### src/rtl/uart_tx_arbiter_pkg.sv
// Shared constants for the uart_tx arbiter: FSM encoding and the default
// settings used alongside uart_tx.
package uart_tx_arbiter_pkg;

  localparam logic [2:0] S_IDLE      = 3'd0;
  localparam logic [2:0] S_SEND      = 3'd1;
  localparam logic [2:0] S_WRITE     = 3'd2;
  localparam logic [2:0] S_WAIT_ACK  = 3'd3;
  localparam logic [2:0] S_WAIT_DONE = 3'd4;

  localparam int unsigned DEFAULT_CLKS_PER_BIT = 32'd434;
  localparam int unsigned DEFAULT_LOCK_TIMEOUT = 32'd1024;

endpackage

### src/rtl/uart_tx_arbiter_rr_pick.sv
// Combinational round-robin selector: first valid requester at or after ptr,
// wrapping, returned both one-hot and as an index.
module uart_tx_arbiter_rr_pick
  import uart_tx_arbiter_pkg::*;
#(
  parameter int NUM_REQ = 4,
  parameter int IDX_W   = $clog2(NUM_REQ)
) (
  input  logic [NUM_REQ-1:0] valid,
  input  logic [IDX_W-1:0]   ptr,
  output logic [NUM_REQ-1:0] grant,
  output logic [IDX_W-1:0]   idx,
  output logic               any
);

  logic             found_s;
  logic             hit_s;
  logic [IDX_W-1:0] cand_s;

  assign any = |valid;

  // Scan requesters starting at ptr; the first valid one wins.
  always_comb begin
    grant   = {NUM_REQ{1'b0}};
    idx     = {IDX_W{1'b0}};
    found_s = 1'b0;
    hit_s   = 1'b0;
    cand_s  = {IDX_W{1'b0}};
    for (int i = 0; i < NUM_REQ; i++) begin
      cand_s        = IDX_W'((int'(ptr) + i) % NUM_REQ);
      hit_s         = !found_s && valid[cand_s];
      grant[cand_s] = grant[cand_s] | hit_s;
      idx           = hit_s ? cand_s : idx;
      found_s       = found_s | hit_s;
    end
  end

endmodule

### src/rtl/uart_tx_arbiter.sv
// Shares one uart_tx among NUM_REQ requesters; a grant is held for a whole
// message and revoked if the owner stalls for LOCK_TIMEOUT cycles.
module uart_tx_arbiter
  import uart_tx_arbiter_pkg::*;
#(
  parameter int NUM_REQ      = 4,
  parameter int LOCK_TIMEOUT = DEFAULT_LOCK_TIMEOUT
) (
  input  logic                 i_clk,
  input  logic                 i_rst_n,
  input  logic [NUM_REQ-1:0]   i_req_valid,
  input  logic [8*NUM_REQ-1:0] i_req_data,
  input  logic [NUM_REQ-1:0]   i_req_last,
  output logic [NUM_REQ-1:0]   o_req_ready,
  output logic [7:0]           o_uart_char,
  output logic                 o_uart_write,
  input  logic                 i_uart_busy,
  output logic [NUM_REQ-1:0]   o_grant,
  output logic                 o_timeout
);

  localparam int               IDX_W        = $clog2(NUM_REQ);
  localparam logic [15:0]      TIMEOUT_LAST = 16'(LOCK_TIMEOUT - 1);
  localparam logic [IDX_W-1:0] LAST_IDX     = IDX_W'(NUM_REQ - 1);

  logic [2:0]         state_r;
  logic [NUM_REQ-1:0] grant_r;
  logic [IDX_W-1:0]   owner_r;
  logic [IDX_W-1:0]   rr_ptr_r;
  logic [15:0]        cnt_r;
  logic [7:0]         hold_char_r;
  logic               hold_last_r;
  logic [7:0]         uart_char_r;
  logic               uart_write_r;
  logic               timeout_r;

  logic [NUM_REQ-1:0] pick_grant_s;
  logic [IDX_W-1:0]   pick_idx_s;
  logic               pick_any_s;
  logic [NUM_REQ-1:0] ready_s;
  logic               handshake_s;
  logic [7:0]         sel_data_s;
  logic               sel_last_s;
  logic [IDX_W-1:0]   next_ptr_s;

  uart_tx_arbiter_rr_pick #(
    .NUM_REQ (NUM_REQ),
    .IDX_W   (IDX_W)
  ) u_rr_pick (
    .valid (i_req_valid),
    .ptr   (rr_ptr_r),
    .grant (pick_grant_s),
    .idx   (pick_idx_s),
    .any   (pick_any_s)
  );

  // Ready is combinational so a byte can be taken on the first SEND cycle.
  assign ready_s     = (state_r == S_SEND) ? (grant_r & i_req_valid) : {NUM_REQ{1'b0}};
  assign handshake_s = |ready_s;
  assign sel_data_s  = i_req_data[{owner_r, 3'b000} +: 8];
  assign sel_last_s  = i_req_last[owner_r];
  assign next_ptr_s  = (owner_r == LAST_IDX) ? {IDX_W{1'b0}} : owner_r + IDX_W'(1'b1);

  // Arbitration FSM, byte holding register, write strobe and lock timeout.
  always_ff @(posedge i_clk or negedge i_rst_n) begin
    if (!i_rst_n) begin
      state_r      <= S_IDLE;
      grant_r      <= {NUM_REQ{1'b0}};
      owner_r      <= {IDX_W{1'b0}};
      rr_ptr_r     <= {IDX_W{1'b0}};
      cnt_r        <= 16'd0;
      hold_char_r  <= 8'd0;
      hold_last_r  <= 1'b0;
      uart_char_r  <= 8'd0;
      uart_write_r <= 1'b0;
      timeout_r    <= 1'b0;
    end else begin
      uart_write_r <= 1'b0;
      timeout_r    <= 1'b0;
      case (state_r)
        S_IDLE: begin
          if (pick_any_s) begin
            grant_r <= pick_grant_s;
            owner_r <= pick_idx_s;
            cnt_r   <= 16'd0;
            state_r <= S_SEND;
          end
        end
        S_SEND: begin
          // A handshake on the expiry cycle still wins over the timeout.
          if (handshake_s) begin
            hold_char_r <= sel_data_s;
            hold_last_r <= sel_last_s;
            state_r     <= S_WRITE;
          end else if (cnt_r == TIMEOUT_LAST) begin
            timeout_r <= 1'b1;
            grant_r   <= {NUM_REQ{1'b0}};
            rr_ptr_r  <= next_ptr_s;
            state_r   <= S_IDLE;
          end else begin
            cnt_r <= cnt_r + 16'd1;
          end
        end
        S_WRITE: begin
          if (!i_uart_busy) begin
            uart_write_r <= 1'b1;
            uart_char_r  <= hold_char_r;
            state_r      <= S_WAIT_ACK;
          end
        end
        S_WAIT_ACK: begin
          if (i_uart_busy) begin
            state_r <= S_WAIT_DONE;
          end
        end
        S_WAIT_DONE: begin
          if (!i_uart_busy) begin
            if (hold_last_r) begin
              grant_r  <= {NUM_REQ{1'b0}};
              rr_ptr_r <= next_ptr_s;
              state_r  <= S_IDLE;
            end else begin
              cnt_r   <= 16'd0;
              state_r <= S_SEND;
            end
          end
        end
        default: begin
          grant_r <= {NUM_REQ{1'b0}};
          state_r <= S_IDLE;
        end
      endcase
    end
  end

  assign o_req_ready  = ready_s;
  assign o_uart_char  = uart_char_r;
  assign o_uart_write = uart_write_r;
  assign o_grant      = grant_r;
  assign o_timeout    = timeout_r;

endmodule

### config.mk
export PLATFORM = sky130hd
export DESIGN_NAME = uart_tx_arbiter
export DESIGN_NICKNAME = d
export VERILOG_FILES = /design/src/rtl/uart_tx_arbiter_pkg.sv /design/src/rtl/uart_tx_arbiter_rr_pick.sv /design/src/rtl/uart_tx_arbiter.sv
export SDC_FILE = /design/constraint.sdc
export NUM_CORES = 1
export LEC_CHECK = 0
export CELL_PAD_IN_SITES_DETAIL_PLACEMENT = 1
export CELL_PAD_IN_SITES_GLOBAL_PLACEMENT = 1
export CORE_MARGIN = 5
export CORE_UTILIZATION = 25
export CTS_CLUSTER_SIZE = 14
export DETAILED_ROUTE_END_ITERATION = 10
export PLACE_DENSITY_LB_ADDON = 0.12
export SYNTH_ARGS = -nofsm -noshare
export SYNTH_HDL_FRONTEND = slang
export SYNTH_HIERARCHICAL = 1
export SYNTH_SLANG_ARGS = --single-unit
### constraint.sdc
create_clock -name i_clk -period 4.1 [get_ports i_clk]
set_input_delay 0.82 -clock i_clk [delete_from_list [all_inputs] [get_ports i_clk]]
set_output_delay 0.82 -clock i_clk [all_outputs]
set_load 0.005 [all_outputs]
==> reports/qor.yml, run 1 <==
status:
  status: "completed"
detailed_routing:
  via_per_inst: 5.19
  num_vias: 2825
  wire_per_inst_um: 17.5
  drc: 0
  routed_wl_um: 9530
  drt_first_iter_violations: 96
  dr.pass1.iters: 4
  ant_nets: 0
cts:
  clk_path_buf_depth: 2
  clock_sinks: 46
  cts-buffers-inserted: 5
  postCtsHoldBufs: 0
  post-cts-setup-buffers: 0
  root_buffer: "clkbuf_16"
  cts_max_level: 2
  cts_resized: 0
  cts_tree: "yes"
  path_clk_slew_ns: 0.07
  clock_latency_ns: 0.29
worst_setup_path:
  worstSetupPathType: "in -> reg"
  crit_required_ns: 4.33
  crit_path_end_kind: "flop"
  arrival_ns: 3.83
  start_kind: "input pin"
  slowest_stage: "mux4_2"
  cp_slowest_stage_delay_ns: 0.70
  r2r_slack_ns: 0.85
  crit_chain: "clkdlybuf4s50_1, mux4_2, mux2_2, a211oi_2, a222oi_1, o22ai_1, a211oi_1, a22o_1"
  cp_max_fo: 12
sta:
  finClkSkew_ns: 0.00902
  rsz0062_at_grt: "false"
  whs_ns: 0.495
  setup_violations: 0
  worstMarginPinSlew_ns: 0.804
  maxSlewHeadroom_pct: 46.1
  timing.fmax_mhz: 277
  hold_viol: 0
  finalSetupTns_ns: 0
  slew_violations: 0
  fin_crit_sh_pct: 88.0
  layout_min_cycle_time_ns: 3.61
placed_design:
  dp.cells: 536
  post_dp_cell_area_um2: 3900
  portBuffers: 60
  hpwl_um: 7040
  place.gp.congestion: 0.811
yosys:
  synth_fp_nets: 369
  syn_area_per_cell_um2: 9.87
  ys_warn_count: 6
  syn-cell-area_um2: 3160
  synth-main-ff-cell: "dfrtp_1"
  synth_cell_types: 65
  synth_edf_count: 0
  synth_seq_cells: 46
  async_reset_ff_share_pct: 100
  synthCells: 320
  ys_seq_area_share_pct: 36.5
cells_and_area:
  seq_area_um2: 1150
  fillers: 1444
  diodes: 0
  final-instance-count-excl-fill: 544
  stdcell_area_um2: 4060
  drive_above_1_share_pct: 15.3
  multi_input_area_um2: 1860
  area_delta_synth_final_pct: 28.6
  nets: 420
power_and_ir_drop:
  ir_worst_vdd_uv: 195
  internal_power_mw: 1.62
  p_per_area_nw_per_um2: 677
  swShare_pct: 41.0
  comb_power_share_pct: 55.4
  power_leakage_nw: 1.56
  p_sw_mw: 1.13
  total_power_mw: 2.75
  seqPwrFrac_pct: 27.8
  p_clk_share_pct: 16.8
global_routing:
  grt.overflow.total: 0
  grt_pass1_wl_um: 15700
  grt_max_degree: 47
  grt_pass1_vias: 3009
  antenna_found_initial: 0
  grt_usage_pct: 13.3
floorplanning:
  rows: 41
  start_util_pct: 25.2
  die_h_um: 122
  core_um2: 12500
  dieArea_um2: 15000
  die_x_um: 122
  io-pin-count: 61
job:
  max-cap-violations: 0
min_path:
  hold_class: "reg -> reg"
-- sequential cells by signal (all words and copies together) (netlist names) --
name          flops
cnt_r            16
hold_char_r       8
o_uart_char       8
o_grant           4
state_r           3
owner_r           2
rr_ptr_r          2
hold_last_r       1
o_timeout         1
o_uart_write      1
-- per-stage QoR --
| step | utilization, % | setup slack (ns) |
|---|---|---|
| finish | 32.4 | 0.493 |
| global route | 32.4 | 0.297 |
| CTS | 32.4 | 0.560 |
| detailed placement | 31.1 | 0.243 |
| global placement | 31.1 | 0.352 |
| floorplan | - | 0.922 |
-- cells in the mapped netlist, drive strengths merged, types with 2 or more instances --
cell	n	share of area, %
mux4	14	10
a21oi	12	1.9
or2	2	0.40
a22oi	3	0.71
mux2i	3	0.95
a221o	2	0.63
and3	2	0.40
o22ai	3	0.59
a31oi	7	1.4
a31o	2	0.55
nor3	8	1.6
a211oi	7	1.8
a41oi	2	0.55
a311o	2	0.63
o211ai	3	0.71
and4b	3	0.95
a311oi	3	0.83
nand2	28	3.4
nor2	23	2.7
dfrtp	46	36
and2	2	0.48
nand3	6	0.95
nor2b	3	0.59
nand4	5	0.99
inv	10	1.2
mux2	21	7.5
a22o	4	1.1
o21ai	34	5.4
nand4b	2	0.75
o31ai	7	1.7
clkbuf	11	1.4
nand2b	3	0.59
nand3b	2	0.48
or3	2	0.40
ha	6	2.4
buf	10	2.0
-- routing by layer --
layer / track usage [%] / vias up / part of all wire [%]
li1: - / 1337 / -
met1: 17.2 / 1434 / 44
met2: 22.7 / 43 / 52
met3: 2.35 / 11 / 3.0
met4: 3.57 / 0 / 1.2
met5: 0 / - / 0
-- layout make-up --
cell class              instances  area share, %
clock buffers                   7           3.27
clock inverters                 1          0.739
inverters                      10          0.924
multi-input cells             243           45.8
flip-flops and latches         46           28.3
well taps                     172           5.30
repair buffers                 65           15.6
-- final timing paths --
path                                startpoint         end  cells after the start
min in group asynchronous              i_rst_n    cnt_r[4]                      2
worst max-delay path            i_req_valid[3]  o_grant[0]                      8
worst max register to register     rr_ptr_r[0]  o_grant[3]                      9
max in group asynchronous              i_rst_n  owner_r[0]                      2
worst min-delay path                  cnt_r[6]    cnt_r[6]                      1
worst min register to register        cnt_r[6]    cnt_r[6]                      1
-- critical path: cells and delay by family --
| kind | cells | cell delay, ns |
|---|---|---|
| AOI/OAI and AO/OA | 5 | 1.33 |
| muxes | 2 | 1.06 |
| buffers and inverters | 1 | 0.61 |
-- power groups by stage --
stage	clock network [mW]	logic (mW)	registers (mW)
detailed placement	0	1.53	0.775
finish	0.462	1.52	0.764
global placement	0	1.52	0.773
global route	0.502	1.68	0.794
floorplan	0	1.15	0.686
CTS	0.482	1.54	0.769
-- placed cells by master, fill, tap and decap left out, drive strengths merged, types with 4 or more instances in the layout --
| cell type | synthesis | layout |
|---|---|---|
| nand2 | 28 | 28 |
| nand4 | 5 | 5 |
| buf | 10 | 6 |
| nor2 | 23 | 23 |
| nand3 | 6 | 6 |
| nor3 | 8 | 8 |
| mux2 | 21 | 21 |
| dfrtp | 46 | 46 |
| a211oi | 7 | 7 |
| clkbuf | 11 | 7 |
| a31oi | 7 | 7 |
| mux4 | 14 | 14 |
| o21ai | 34 | 34 |
| inv | 10 | 10 |
| o31ai | 7 | 7 |
| ha | 6 | 6 |
| a22o | 4 | 4 |
| clkdlybuf4s50 | 0 | 59 |
| a21oi | 12 | 12 |
-- logic make-up after synthesis --
family	count (synthesis)	share of synthesized area [%]
flops	46	36.4
buf+inv	31	4.60
simple gates	97	16.6
compound gates	102	21.6
mux	38	18.4
fa+ha+maj	6	2.38
Note: power is estimated with default switching activity, not from simulation.
==> inputs of run 2 (changes only) <==
Settings changed: CORE_MARGIN 5 to 2.
==> run 2 against run 1 <==
Combinational power hardly changed; total power increased by 2.5%; worst hold slack gained 0.0064 ns; clock power rose by 17%; highest routed layer unchanged.
==> reports/qor.yml, run 2 (synthesis results as in run 1) <==
status:
  status: "completed"
sta:
  finalSetupTns_ns: 0  # unchanged
  fin_crit_sh_pct: 87.4  # -0.62 points
  layout_min_cycle_time_ns: 3.58  # -0.0256 ns
  finClkSkew_ns: 0.00600  # -0.00302 ns
  slew_violations: 0  # unchanged
  maxSlewHeadroom_pct: 49.3  # +3.2 points
  fin_ws_ns: 0.518  # +0.0256 ns
  worstMarginPinSlew_ns: 0.760  # -0.0436 ns
  hold_viol: 0  # unchanged
  setup_violations: 0  # unchanged
  rsz0062_at_grt: "false"
  timing.fmax_mhz: 279  # +0.71%
worst_setup_path:
  crit_path_end_kind: "flop"
  crit_required_ns: 4.32  # about the same
  r2r_slack_ns: 0.86  # about the same
  worstSetupPathType: "in -> reg"
  reg2regPathDepth: 9  # unchanged
  start_kind: "input pin"
  cp_max_fo: 12  # unchanged
  r2r-start: "rr_ptr_r[0]"
  arrival_ns: 3.80  # -0.03 ns
  r2r-end: "o_grant[1]"
placed_design:
  post_dp_cell_area_um2: 3910  # +0.19%
  dp.cells: 537  # +0.19%
  place.gp.congestion: 0.804  # -0.83%
  dp_slack_ns: 0.292  # +0.0485 ns
  hpwl_um: 6850  # -2.8%
  portBuffers: 60  # unchanged
detailed_routing:
  via_per_inst: 5.12  # -1.3%
  dr_wl_met3_um: 180  # -36%
  routed_wl_um: 9230  # -3.1%
  wl_met1_um: 4410  # +4.4%
  top_layer_used: "met4"
  dr.pass1.iters: 5  # +1
  num_vias: 2793  # -1.1%
  drc: 0  # unchanged
  drt_first_iter_violations: 77  # -20%
  ant_nets: 0  # unchanged
  wire_per_inst_um: 16.9  # -3.3%
  wl_met2_um: 4590  # -6.6%
floorplanning:
  die_x_um: 116  # -4.9%
  die_h_um: 116  # -4.9%
  dieArea_um2: 13500  # -9.6%
  start_util_pct: 25.3  # +0.10 points
  io-pin-count: 61  # unchanged
  core_um2: 12500  # -0.41%
  rows: 41  # unchanged
power_and_ir_drop:
  ir_worst_vdd_uv: 232  # +19%
  p_per_area_nw_per_um2: 687  # +1.4%
  power_leakage_nw: 1.58  # +1.5%
cts:
  clk_path_buf_depth: 2  # unchanged
  cts-buffers-inserted: 5  # unchanged
  clock_sinks: 46  # unchanged
  post-cts-setup-buffers: 0  # unchanged
  root_buffer: "clkbuf_16"
  cts_resized: 0  # unchanged
  postCtsHoldBufs: 0  # unchanged
  cts_tree: "yes"
  cts_max_level: 2  # unchanged
  clock_latency_ns: 0.28  # about the same
  path_clk_slew_ns: 0.07  # about the same
min_path:
  hold_class: "reg -> reg"
  holdPathEnd: "o_uart_char[0]"
  hp-start: "hold_char_r[0]"
  hold-path-cell-count: 1  # unchanged
global_routing:
  grt_usage_pct: 14.2  # +0.95 points
  grt.overflow.total: 0  # unchanged
  grt_pass1_wl_um: 15200  # -3.6%
  grt_max_degree: 33  # -30%
  antenna_found_initial: 0  # unchanged
  grt_pass1_vias: 2868  # -4.7%
job:
  max-cap-violations: 0  # unchanged
cells_and_area:
  max_flop_register: "cnt_r"
  largest_reg_flops: 16  # unchanged
  diodes: 0  # unchanged
  final-instance-count-excl-fill: 545  # +0.18%
  drive_above_1_share_pct: 16.1  # +0.76 points
  stdcell_area_um2: 4110  # +1.1%
  area_delta_synth_final_pct: 30.0
  final_common_cell: "clkdlybuf4s50_1"
  layout_common_cells: "59 x clkdlybuf4s50_1, 46 x dfrtp_1, 28 x o21ai_0"
  nets: 421  # +0.24%
## run 2: cell count changes in the layout (fill, tap and decap cells not counted)
cell | before | now
buf_4 | 5 | 6
clkbuf_1 | 2 | 0
bufinv_16 | 1 | 2
clkbuf_8 | 0 | 1
## run 2: metal layers
metal  up-vias  global-route usage [%]
met3         5                    2.02
met5         -                       0
met2        31                    24.1
met1      1421                    19.5
met4         0                    2.62
li1       1336                       -
## run 2: how the worst max path moves through the flow
stage / from / endpoint / slack [ns] / depth (start not counted)
final: i_req_valid[1] / o_grant[1] / 0.52 / 8
after global routing: i_req_valid[1] / o_grant[1] / 0.39 / 8
after CTS: i_req_valid[1] / o_grant[1] / 0.60 / 8
after detailed placement: i_req_valid[1] / o_grant[0] / 0.29 / 8
after global placement: i_req_valid[1] / o_grant[0] / 0.37 / 8
after floorplan: rr_ptr_r[0] / o_grant[0] / 0.92 / 11
## run 2: layout make-up
type	count	area, um2
clock buffers	6	139
clock inverters	2	60.1
fillers	1432	8360
inverters	10	37.5
multi-input cells	243	1860
flip-flops and latches	46	1150
well taps	172	215
repair buffers	66	641
## run 2: stage by stage
| step | hold slack, ns | power [mW] | util (%) |
|---|---|---|---|
| floorplan | 0.450 | 1.84 | - |
| global placement | 0.474 | 2.29 | 31.3 |
| detailed placement | 0.488 | 2.30 | 31.3 |
| CTS | 0.499 | 2.86 | 32.9 |
| global route | 0.526 | 3.06 | 32.9 |
| finish | 0.501 | 2.82 | 32.9 |
## run 2: critical path: stages
cell and delay (ns):
clkdlybuf4s50_1 0.57, mux4_2 0.67, mux2_2 0.36, a211oi_2 0.14
a222oi_1 0.59, o22ai_1 0.18, a211oi_1 0.29, a22o_1 0.18
## run 2: report_power, final
group	switching, mW	leakage [nW]	internal [mW]	total [mW]
sequential	0.164	0.590	0.596	0.760
combinational	0.780	0.894	0.739	1.52
clock	0.174	0.0971	0.366	0.540
total	1.12	1.58	1.70	2.82
==> inputs of run 3 (changes only) <==
Settings changed: CORE_MARGIN 2 to 1.5, CTS_BUF_LIST set to sky130_fd_sc_hd__clkbuf_8, TNS_END_PERCENT set to 20.
==> run 3 against run 2 <==
Sequential cell count stayed put; combinational power barely moved; sequential share of layout area is 0.74 points higher; worst hold slack worse by 0.070 ns; clock skew grew 0.0041 ns; critical path type unchanged.
==> reports/qor.yml, run 3 (synthesis results as in run 1) <==
cells_and_area:
  final_common_cell: "clkdlybuf4s50_1"
  largest_reg_flops: 16  # unchanged
  multi_input_area_um2: 1860  # unchanged
  max_flop_register: "cnt_r"
  seq_area_um2: 1150  # unchanged
  fillers: 1385  # -3.3%
  drive_above_1_share_pct: 16.1  # unchanged
  nets: 421  # unchanged
  diodes: 0  # unchanged
  area_delta_synth_final_pct: 26.7
  stdcell_area_um2: 4000  # -2.6%
  layout_common_cells: "59 x clkdlybuf4s50_1, 46 x dfrtp_1, 28 x o21ai_0"
  final-instance-count-excl-fill: 541  # -0.73%
placed_design:
  place.gp.congestion: 0.856  # +6.5%
  dp.cells: 533  # -0.74%
  post_dp_cell_area_um2: 3900  # -0.13%
  portBuffers: 60  # unchanged
  dp_slack_ns: 0.305  # +0.0132 ns
  hpwl_um: 6830  # -0.28%
sta:
  fin_ws_ns: 0.575  # +0.0560 ns
  rsz0062_at_grt: "false"
  fin_crit_sh_pct: 86.0  # -1.4 points
  hold_viol: 0  # unchanged
  setup_violations: 0  # unchanged
  finalSetupTns_ns: 0  # unchanged
  worstMarginPinSlew_ns: 0.819  # +0.0586 ns
  timing.fmax_mhz: 284  # +1.6%
  finClkSkew_ns: 0.0101  # +0.00410 ns
  layout_min_cycle_time_ns: 3.53  # -0.0560 ns
  slew_violations: 0  # unchanged
  maxSlewHeadroom_pct: 45.1  # -4.2 points
status:
  status: "completed"
job:
  max-cap-violations: 0  # unchanged
worst_setup_path:
  crit_path_end_kind: "flop"
  cp_max_fo: 12  # unchanged
  crit_required_ns: 4.34  # +0.02 ns
  worstSetupPathType: "in -> reg"
  arrival_ns: 3.77  # -0.03 ns
  r2r-start: "rr_ptr_r[0]"
  start_kind: "input pin"
  startpoint: "i_req_valid[1]"
  reg2regPathDepth: 9  # unchanged
  r2r_slack_ns: 0.92  # +0.06 ns
cts:
  root_buffer: "clkbuf_8"
  cts-buffers-inserted: 5  # unchanged
  path_clk_slew_ns: 0.09  # +0.02 ns
  cts_max_level: 2  # unchanged
  cts_resized: 0  # unchanged
  post-cts-setup-buffers: 0  # unchanged
  clock_latency_ns: 0.30  # +0.02 ns
  clock_sinks: 46  # unchanged
  postCtsHoldBufs: 0  # unchanged
  cts_tree: "yes"
  clk_path_buf_depth: 2  # unchanged
detailed_routing:
  drc: 0  # unchanged
  num_vias: 2776  # -0.61%
  via_per_inst: 5.13  # +0.13%
  ant_nets: 0  # unchanged
  routed_wl_um: 9050  # -2.0%
  wire_per_inst_um: 16.7  # -1.3%
  dr.pass1.iters: 4  # -1
  drt_first_iter_violations: 153  # +99%
global_routing:
  grt_usage_pct: 14.6  # +0.43 points
  grt_pass1_vias: 2966  # +3.4%
  grt.overflow.total: 0  # unchanged
  grt_max_degree: 31  # -6.1%
  grt_pass1_wl_um: 15500  # +1.9%
  antenna_found_initial: 0  # unchanged
floorplanning:
  dieArea_um2: 13300  # -1.7%
  start_util_pct: 26.0  # +0.63 points
  die_x_um: 115  # -0.86%
  rows: 40  # -2.4%
  die_h_um: 115  # -0.86%
  core_um2: 12200  # -2.4%
  io-pin-count: 61  # unchanged
power_and_ir_drop:
  total_power_mw: 2.58  # -8.6%
  ir_worst_vdd_uv: 249  # +7.1%
  p_per_area_nw_per_um2: 644  # -6.2%
  power_leakage_nw: 1.53  # -3.1%
min_path:
  hold_class: "in -> async"
## run 3: cell types whose count changed in the layout (fill, tap and decap cells not counted)
cell	previous run	this run
clkbuf_8	1	6
clkinvlp_4	0	1
bufinv_16	2	0
clkbuf_16	5	0
inv_6	0	1
## run 3: path summary, 6_finish.rpt
| path | endpoint |
|---|---|
| worst max-delay path | o_grant[1] |
| worst min-delay path | o_timeout |
| worst max register to register | o_grant[1] |
| worst min register to register | cnt_r[13] |
| max in group asynchronous | o_uart_char[1] |
| min in group i_clk | cnt_r[13] |
## run 3: stage by stage
| stage | util [%] | hold slack, ns |
|---|---|---|
| 2_1_floorplan | - | 0.450 |
| 3_3_place_gp | 32.1 | 0.475 |
| 3_5_place_dp | 32.1 | 0.481 |
| 4_1_cts | 32.9 | 0.440 |
| 5_1_grt | 32.9 | 0.451 |
| 6_report | 32.9 | 0.431 |
## run 3: layer usage
layer  track usage [%]  wire, um  vias up
li1                  -         -     1332
met4              2.47        51        0
met1              20.3      4390     1389
met5                 0         0        -
met2              24.0      4270       51
met3              2.85       337        4
## run 3: area by class of cell
type,count,share of cell area (%)
timing repair buffer,66,16.0
tap,168,5.25
sequential,46,28.8
clock buffer,6,2.06
multi-input combinational,243,46.5
clock inverter,2,0.407
inverter,10,0.938
## run 3: critical path: stages
cell,delay [ns]
clkdlybuf4s50_1,0.56
mux4_2,0.68
mux2_2,0.36
a211oi_2,0.13
a222oi_1,0.56
o22ai_1,0.18
a211oi_1,0.29
a22o_1,0.18
## run 3: where the power goes
part / switching [mW] / total (mW) / leakage (nW) / internal, mW
sequential: 0.160 / 0.755 / 0.590 / 0.595
combinational: 0.781 / 1.52 / 0.894 / 0.739
clock: 0.162 / 0.301 / 0.0478 / 0.139
